**config.mk**
```make
export PLATFORM = sky130hd
export DESIGN_NAME = lc3b_pipe_ctrl
export DESIGN_NICKNAME = d
export VERILOG_FILES = /design/src/rtl/lc3b_pipe_ctrl.sv
export SDC_FILE = /design/constraint.sdc
export NUM_CORES = 1
export LEC_CHECK = 0
export CAP_MARGIN = 15
export CORE_UTILIZATION = 28
export CTS_CLUSTER_SIZE = 40
export DETAILED_ROUTE_END_ITERATION = 7
export PLACE_DENSITY = 0.77
export SLEW_MARGIN = 40
export SYNTH_ARGS = -nofsm -noshare
export SYNTH_HDL_FRONTEND = slang
export SYNTH_SLANG_ARGS = --single-unit
```
**constraint.sdc**
```tcl
create_clock -name clk -period 1.6 [get_ports clk]
set_clock_uncertainty 0.2 [all_clocks]
set_input_delay 0.24 -clock clk [delete_from_list [all_inputs] [get_ports clk]]
set_output_delay 0.24 -clock clk [all_outputs]
set_load 0.05 [all_outputs]
```
**src/rtl/lc3b_pipe_ctrl.sv**
```systemverilog
// LC-3b pipeline control: valid bits, stalls, flushes and forwarding selects.
// Optional branch counters are built only when LC3B_PIPE_PERF_EN is defined.
module lc3b_pipe_ctrl #(
  parameter int NUM_STAGES = 5,
  parameter int REG_ADDR_W = 3,
  parameter int RESOLVE_IDX = NUM_STAGES - 3,
  localparam int NREG = NUM_STAGES - 1,
  localparam int SEL_W = $clog2(NREG)
) (
  input  logic                       clk,
  input  logic                       rst_n,
  input  logic                       fetch_valid,
  input  logic                       mem_stall,
  input  logic                       redirect,
  input  logic                       resolve_is_br,
  input  logic [REG_ADDR_W-1:0]      id_src1,
  input  logic [REG_ADDR_W-1:0]      id_src2,
  input  logic                       id_src1_used,
  input  logic                       id_src2_used,
  input  logic [NREG*REG_ADDR_W-1:0] stage_dest,
  input  logic [NREG-1:0]            stage_wr,
  input  logic [NREG-1:0]            stage_is_load,
  output logic [NREG-1:0]            stage_load,
  output logic [NREG-1:0]            stage_valid,
  output logic                       pc_hold,
  output logic [SEL_W-1:0]           fwd_sel1,
  output logic [SEL_W-1:0]           fwd_sel2,
  output logic [15:0]                br_count,
  output logic [15:0]                br_mispredict_count
);

  logic [NREG-1:0] v_q;
  logic [NREG-1:0] v_d;
  logic            load_use;
  logic            redir_eff;
  logic [REG_ADDR_W-1:0] dest1;

  assign dest1     = stage_dest[REG_ADDR_W +: REG_ADDR_W];
  assign redir_eff = redirect && v_q[RESOLVE_IDX];
  assign stage_valid = v_q;

  // Load in register 1 feeding a source the ID instruction reads.
  always_comb begin
    load_use = 1'b0;
    if (v_q[1] && stage_is_load[1] && stage_wr[1]) begin
      if (id_src1_used && dest1 == id_src1)
        load_use = 1'b1;
      if (id_src2_used && dest1 == id_src2)
        load_use = 1'b1;
    end
  end

  // Next valid bits: stall holds, redirect flushes, load-use bubbles.
  always_comb begin
    v_d = v_q;
    if (!mem_stall) begin
      v_d = {v_q[NREG-2:0], fetch_valid};
      if (redir_eff) begin
        for (int k = 0; k <= RESOLVE_IDX; k++)
          v_d[k] = 1'b0;
      end else if (load_use) begin
        v_d[0] = v_q[0];
        v_d[1] = 1'b0;
      end
    end
  end

  // Valid-bit register.
  always_ff @(posedge clk or negedge rst_n) begin
    if (!rst_n)
      v_q <= '0;
    else
      v_q <= v_d;
  end

  // Buffer load enables and PC hold.
  always_comb begin
    stage_load = '1;
    pc_hold    = 1'b0;
    if (!rst_n || mem_stall) begin
      stage_load = '0;
      pc_hold    = 1'b1;
    end else if (redir_eff) begin
      stage_load = '1;
      pc_hold    = 1'b0;
    end else if (load_use) begin
      stage_load[0] = 1'b0;
      pc_hold       = 1'b1;
    end
  end

  // Youngest matching producer wins; a load in register 1 never forwards.
  always_comb begin
    fwd_sel1 = '0;
    fwd_sel2 = '0;
    for (int k = NREG - 1; k >= 1; k--) begin
      if (v_q[k] && stage_wr[k] &&
          !(k == 1 && stage_is_load[1])) begin
        if (id_src1_used &&
            stage_dest[k*REG_ADDR_W +: REG_ADDR_W] == id_src1)
          fwd_sel1 = SEL_W'(k);
        if (id_src2_used &&
            stage_dest[k*REG_ADDR_W +: REG_ADDR_W] == id_src2)
          fwd_sel2 = SEL_W'(k);
      end
    end
  end

  logic unused_bits;
  assign unused_bits = ^{stage_dest[REG_ADDR_W-1:0],
                         stage_wr[0], stage_is_load};

`ifdef LC3B_PIPE_PERF_EN
  logic [15:0] br_q;
  logic [15:0] mis_q;
  logic        br_ev;

  assign br_ev = !mem_stall && v_q[RESOLVE_IDX] && resolve_is_br;

  // Branch and mispredict counters, wrapping at 16 bits.
  always_ff @(posedge clk or negedge rst_n) begin
    if (!rst_n) begin
      br_q  <= '0;
      mis_q <= '0;
    end else if (br_ev) begin
      br_q <= br_q + 16'd1;
      if (redirect)
        mis_q <= mis_q + 16'd1;
    end
  end

  assign br_count            = br_q;
  assign br_mispredict_count = mis_q;
`else
  logic unused_perf;
  assign unused_perf = resolve_is_br;
  assign br_count            = 16'h0000;
  assign br_mispredict_count = 16'h0000;
`endif

endmodule

```
==> impl_metrics.yaml, run 1 <==
yosys:
  synth_compound_area_share_pct: 9.66
  ys.warnings.count: 0
  synth.distinct_cells: 22
  seq_area_frac_synth_pct: 13.6
  syn_inst: 94
  netlist_area_um2: 738
  synth_seq_cells: 4
  synth_top_family_by_area: "buffers and inverters"
  muxShareOfSynthArea_pct: 1.53
  synth_fa_ha_area_share_pct: 0
  synth_xor_area_share_pct: 21.4
  avgSynthCellArea_um2: 7.85
  yosys.area_share.simple_pct: 18.3
drt:
  vias: 770
  wl_per_cell_um: 12.9
  final_antenna_net_count: 0
  drt_iter0_drc: 5
  met2_length_um: 1340
  wl_met3_um: 172
  drt_pass1_iterations: 4
  drcViolationCount: 0
  via_per_inst: 4.33
  top_layer: "met4"
  met1Wirelength_um: 742
  routed_wl_um: 2290
global_route:
  grt_pass1_vias: 797
  grt.total_usage_pct: 18.1
  grt_pass1_wl_um: 3640
  grt-ovfl-total: 0
  antenna_found_initial: 0
  grt_max_degree: 8
floorplanning:
  die_h_um: 53.3
  die_area_um2: 2850
  start_util_pct: 29.8
  core_area_um2: 2480
  num_rows: 18
  fp.dieW_um: 53.3
  pin_count: 79
setup_path:
  reg2reg_setup_slack_ns: 0.07
  required_ns: 1.16
  critical_path_class: "reg -> out"
  endpoint_kind: "primary output"
  worst_ep_arrival_time_ns: 1.53
  reg2reg_to: "stage_valid[0]"
  start_kind: "flip-flop"
  cp_max_fo: 3
  r2r_start: "stage_valid[2]"
  reg2regPathDepth: 6
hold_path:
  hold_path.class: "in -> async"
cts:
  cts_max_path_buffers: 2
  ctsHtreeMaxLevel: 1
  cts_made_buffers: 3
  cts_tree: "built"
  cts_root_buf: "clkbuf_4"
  clock-sinks: 4
  insertion_delay_ns: 0.24
  path_clk_slew_ns: 0.05
timing:
  finalMaxSlewViolations: 0
  rsz0062_at_grt: "true"
  fin_setup_tns_ns: -1.77
  fin_crit_sh_pct: 123
  finalHoldViolations: 0
  setup_viol: 6
  period_needed_ns: 1.97
  post-route-worst-setup-slack_ns: -0.370
  achievable-frequency_ghz: 0.508
  whs_ns: 0.332
power_and_ir_drop:
  power.density_nw_per_um2: 612
  ir_drop_mv: 0.610
  power.internal_mw: 0.439
  power_frac_comb_pct: 68.5
  swShare_pct: 50.7
  pwr-share-clk_pct: 16.0
  p_leak_nw: 0.692
  p_total_mw: 0.890
  pwr-share-seq_pct: 15.5
  p_sw_mw: 0.451
status:
  violations: "negative setup slack"
  status: "finished, violations left"
place:
  place.gp.congestion: 0.821
  place_area_um2: 1290
  port-buffer-count: 38
  preCtsSetupSlack_ns: -0.648
  dp_hpwl_um: 1750
final_layout:
  register_area_um2: 104
  area_growth_pct: 96.9
  antenna_cells: 0
  multi_input_area_um2: 672
  nFillCells: 216
  largest_register_ffs: 4
  final_layout_size_suffix_gt1_share_pct: 48.6
  final_nets: 183
  final_area_um2: 1450
run:
  cap_violations: 0
==> area by class of cell <==
class / instances / area share [%]
Clock buffer: 4 / 1.81
Inverter: 1 / 0.430
Multi-Input combinational cell: 86 / 46.2
Sequential cell: 4 / 7.14
Tap cell: 30 / 2.58
Timing Repair Buffer: 53 / 41.8
==> worst max-delay path, stage by stage, from the launching register on <==
cell	delay, ns
dfrtp_2	0.38
nand3_2	0.07
or4_4	0.53
a21oi_4	0.16
buf_12	0.15
==> worst max path at each step <==
| stage | to | startpoint | depth (start not counted) | slack [ns] |
|---|---|---|---|---|
| after floorplan | fwd_sel1[1] | stage_valid[3] | 3 | -0.27 |
| after global placement | fwd_sel1[1] | id_src1[2] | 5 | -0.63 |
| after detailed placement | fwd_sel2[1] | id_src2[2] | 5 | -0.65 |
| after CTS | fwd_sel2[1] | stage_valid[3] | 4 | -0.46 |
| after global routing | fwd_sel1[1] | stage_valid[2] | 4 | -0.43 |
| final | fwd_sel2[1] | stage_valid[3] | 4 | -0.37 |
==> repair_timing <==
item / 4_1_cts / 5_1_grt
pin swaps: 17 / 16
buffers inserted: 3 / 1
hold buffers: 0 / 1
endpoints found under the hold margin: 0 / 4
gates cloned: 0 / 0
endpoints found under the setup margin: 11 / 10
gates resized for setup: 82 / 14
==> layer usage <==
layer	GRT usage (%)	vias up
met2	37.5	50
met5	0	-
met3	2.30	4
met1	16.0	356
li1	-	360
met4	10.1	0
==> layout by cell type (no fill, tap or decap), types with 4 or more instances in the layout <==
cell	synthesis	final
xor2_1	10	10
buf_4	34	15
nand2_1	7	6
buf_12	0	12
a21oi_4	0	4
buf_6	0	7
nand4_1	4	4
clkbuf_2	0	4
dlymetal6s2s_1	0	4
xnor2_2	0	5
conb_1	1	32
==> power groups by stage <==
| stage | clock, mW | sequential, mW | combinational (mW) |
|---|---|---|---|
| floorplan | 0 | 0.192 | 0.337 |
| global placement | 0 | 0.134 | 0.562 |
| detailed placement | 0 | 0.135 | 0.569 |
| CTS | 0.149 | 0.136 | 0.597 |
| global route | 0.151 | 0.140 | 0.638 |
| finish | 0.143 | 0.138 | 0.610 |
==> logic make-up (layout without fill, tap and decap cells) <==
| logic type | count (synthesis) | in the layout |
|---|---|---|
| AO/OA/AOI/OAI | 11 | 11 |
| XOR/XNOR | 18 | 18 |
| buffers and inverters | 35 | 58 |
| flip-flops | 4 | 4 |
| multiplexers | 1 | 1 |
| other | 1 | 32 |
| AND/OR/NAND/NOR | 24 | 24 |
==> per-stage QoR <==
step                instances  util (%)
floorplan                 125         -
global placement          170      52.0
detailed placement        170      52.0
CTS                       177      57.9
global route              178      58.7
finish                    178      58.7
==> cells in the mapped netlist <==
| cell | n | area share [%] |
|---|---|---|
| nand4_1 | 4 | 3.4 |
| o21bai_1 | 2 | 2.0 |
| nand3_1 | 3 | 2.0 |
| nand2_1 | 7 | 3.6 |
| xnor2_1 | 8 | 9.5 |
| nand3b_1 | 1 | 1.0 |
| a21oi_1 | 4 | 2.7 |
| dfrtp_1 | 4 | 14 |
| a211o_1 | 1 | 1.2 |
| or3_1 | 2 | 1.7 |
| or4_4 | 2 | 3.1 |
| a21o_1 | 1 | 1.0 |
| o21ai_0 | 1 | 0.68 |
| nand2b_1 | 1 | 0.85 |
| o211ai_1 | 1 | 1.0 |
| conb_1 | 1 | 0.51 |
| o31ai_1 | 1 | 1.0 |
| buf_4 | 34 | 35 |
| nor3_1 | 4 | 2.7 |
| mux2_2 | 1 | 1.5 |
| xor2_1 | 10 | 12 |
| inv_1 | 1 | 0.51 |
Power figures use the tool's default switching activity.
==> run 2, diff against run 1 <==
--- a/config.mk
+++ b/config.mk
@@ -10,6 +10,7 @@
 export CTS_CLUSTER_SIZE = 40
 export DETAILED_ROUTE_END_ITERATION = 7
 export PLACE_DENSITY = 0.77
+export REMOVE_ABC_BUFFERS = 1
 export SLEW_MARGIN = 40
 export SYNTH_ARGS = -nofsm -noshare
 export SYNTH_HDL_FRONTEND = slang
==> run 2 against run 1 <==
  * The flow still finishes with violations (negative setup slack)
  * Critical path depth did not move
  * Clock-buffer cell count down 1
  * Total power is 0.77% lower
  * Largest cell class is now non-clock buffers
  * Non-clock buffer count grew 7
  * Largest power group unchanged
  * Die area unchanged
==> impl_metrics.yaml, run 2 (same netlist as run 1, synthesis figures left out) <==
cts:
  ctsHtreeMaxLevel: 1
  cts_made_buffers: 3
  ctsHoldBuffers: 0
  cts_tree: "built"
  cts_max_path_buffers: 2
  insertion_delay_ns: 0.23
  cts_root_buf: "clkbuf_4"
  path_clk_slew_ns: 0.04
  clock-sinks: 4
setup_path:
  path_buf_inv: 1
  worst_ep_arrival_time_ns: 1.58
  start_kind: "flip-flop"
  critPathSlowestCell: "or4_4"
  cp.depth: 4
  critical_path_class: "reg -> out"
  endpoint_kind: "primary output"
  slowest_delay_ns: 0.56
  crit_family: "simple AND/OR/NAND/NOR gates"
  reg2regPathDepth: 6
  cp_max_fo: 3
  required_ns: 1.16
  crit_chain: "nand3_2, or4_4, a21oi_4, buf_12"
drt:
  routed_wl_um: 2250
  vias: 812
  wl_per_cell_um: 12.3
  drt_iter0_drc: 20
  via_per_inst: 4.41
  final_antenna_net_count: 0
  drt_pass1_iterations: 4
  drcViolationCount: 0
timing:
  setup_viol: 7
  rsz0062_at_grt: "true"
  post-route-worst-setup-slack_ns: -0.417
  achievable-frequency_ghz: 0.496
  whs_ns: 0.167
  finalMaxSlewViolations: 0
  finalHoldViolations: 0
  period_needed_ns: 2.02
  fin_crit_sh_pct: 126
final_layout:
  final_layout_size_suffix_gt1_share_pct: 45.5
  final_cell_mix: "32 x conb_1, 18 x buf_4, 12 x buf_12, 9 x xor2_1"
  antenna_cells: 0
  final_area_um2: 1470
  area_growth_pct: 99.5
  largest_register_ffs: 4
  nFillCells: 211
  layout_commonest_cell: "conb_1"
  final_nets: 190
power_and_ir_drop:
  ir_drop_mv: 0.423
  power.density_nw_per_um2: 600
  p_leak_nw: 0.718
place:
  place_area_um2: 1260
  dp_hpwl_um: 1730
  place.gp.congestion: 0.821
  port-buffer-count: 38
hold_path:
  hold_path.class: "in -> async"
floorplanning:
  pin_count: 79
  num_rows: 18
  die_area_um2: 2850
  die_h_um: 53.3
  start_util_pct: 29.8
  fp.dieW_um: 53.3
  core_area_um2: 2480
run:
  cap_violations: 0
global_route:
  antenna_found_initial: 0
  grt-ovfl-total: 0
  grt_pass1_wl_um: 3330
  grt.total_usage_pct: 16.6
  grt_max_degree: 8
  grt_pass1_vias: 801
status:
  violations: "negative setup slack"
  status: "finished, violations left"
-- run 2: worst register-to-register path: cells and delay by family (launching register included) --
family	cells	cell delay, ns
DFF	1	0.39
AOI/OAI and AO/OA	2	0.34
buffers and inverters	2	0.30
and+or+nand+nor	2	0.19
-- run 2: worst paths after layout --
check	startpoint	end	slack [ns]
setup reg to reg	stage_valid[2]	stage_valid[0]	0.08
setup / recovery	stage_valid[3]	fwd_sel1[1]	-0.42
hold reg to reg	stage_valid[0]	stage_valid[0]	0.45
max in group asynchronous	rst_n	stage_valid[2]	0.93
min in group clk	fetch_valid	stage_valid[0]	0.44
hold / removal	rst_n	stage_valid[1]	0.17
-- run 2: power by group --
| group | total [mW] | internal (mW) | switching [mW] | leakage [nW] |
|---|---|---|---|---|
| combinational | 0.624 | 0.240 | 0.384 | 0.653 |
| clock | 0.125 | 0.0839 | 0.0415 | 0.0138 |
| sequential | 0.134 | 0.117 | 0.0165 | 0.0512 |
-- run 2: timing repair --
item | 4_1_cts | 5_1_grt
resized for setup | 78 | 15
setup buffers | 6 | 2
pin swaps | 21 | 15
setup endpoints to repair | 11 | 10
-- run 2: area by class of cell --
cell class                 count  area, um^2  share of cell area, %
multi-input combinational     86         634                   43.1
sequential                     4         100                   6.80
tap                           30        37.5                   2.55
timing repair buffer          60         672                   45.6
clock buffer                   3        22.5                   1.53
inverter                       1        6.26                  0.425
-- run 2: through the flow --
stage          setup TNS [ns]  power (mW)  instances  setup WS (ns)  util, %
5_1_grt                 -2.33       0.930        184         -0.450     59.4
6_report                -1.98       0.884        184         -0.417     59.4
2_1_floorplan           -4.37       0.452         91         -0.803        -
4_1_cts                 -2.15       0.869        184         -0.447     57.6
3_3_place_gp            -4.59       0.701        176         -0.665     51.0
3_5_place_dp            -5.01       0.711        176         -0.696     51.0
-- run 2: layer usage --
| metal | vias up | GRT usage (%) | routed length (um) | part of all wire [%] |
|---|---|---|---|---|
| met5 | - | 0 | 0 | 0 |
| met4 | 0 | 11.0 | 95 | 4.2 |
| met3 | 9 | 3.74 | 180 | 8.0 |
| met2 | 54 | 31.3 | 1280 | 57 |
| met1 | 372 | 15.6 | 695 | 31 |
| li1 | 377 | - | - | - |
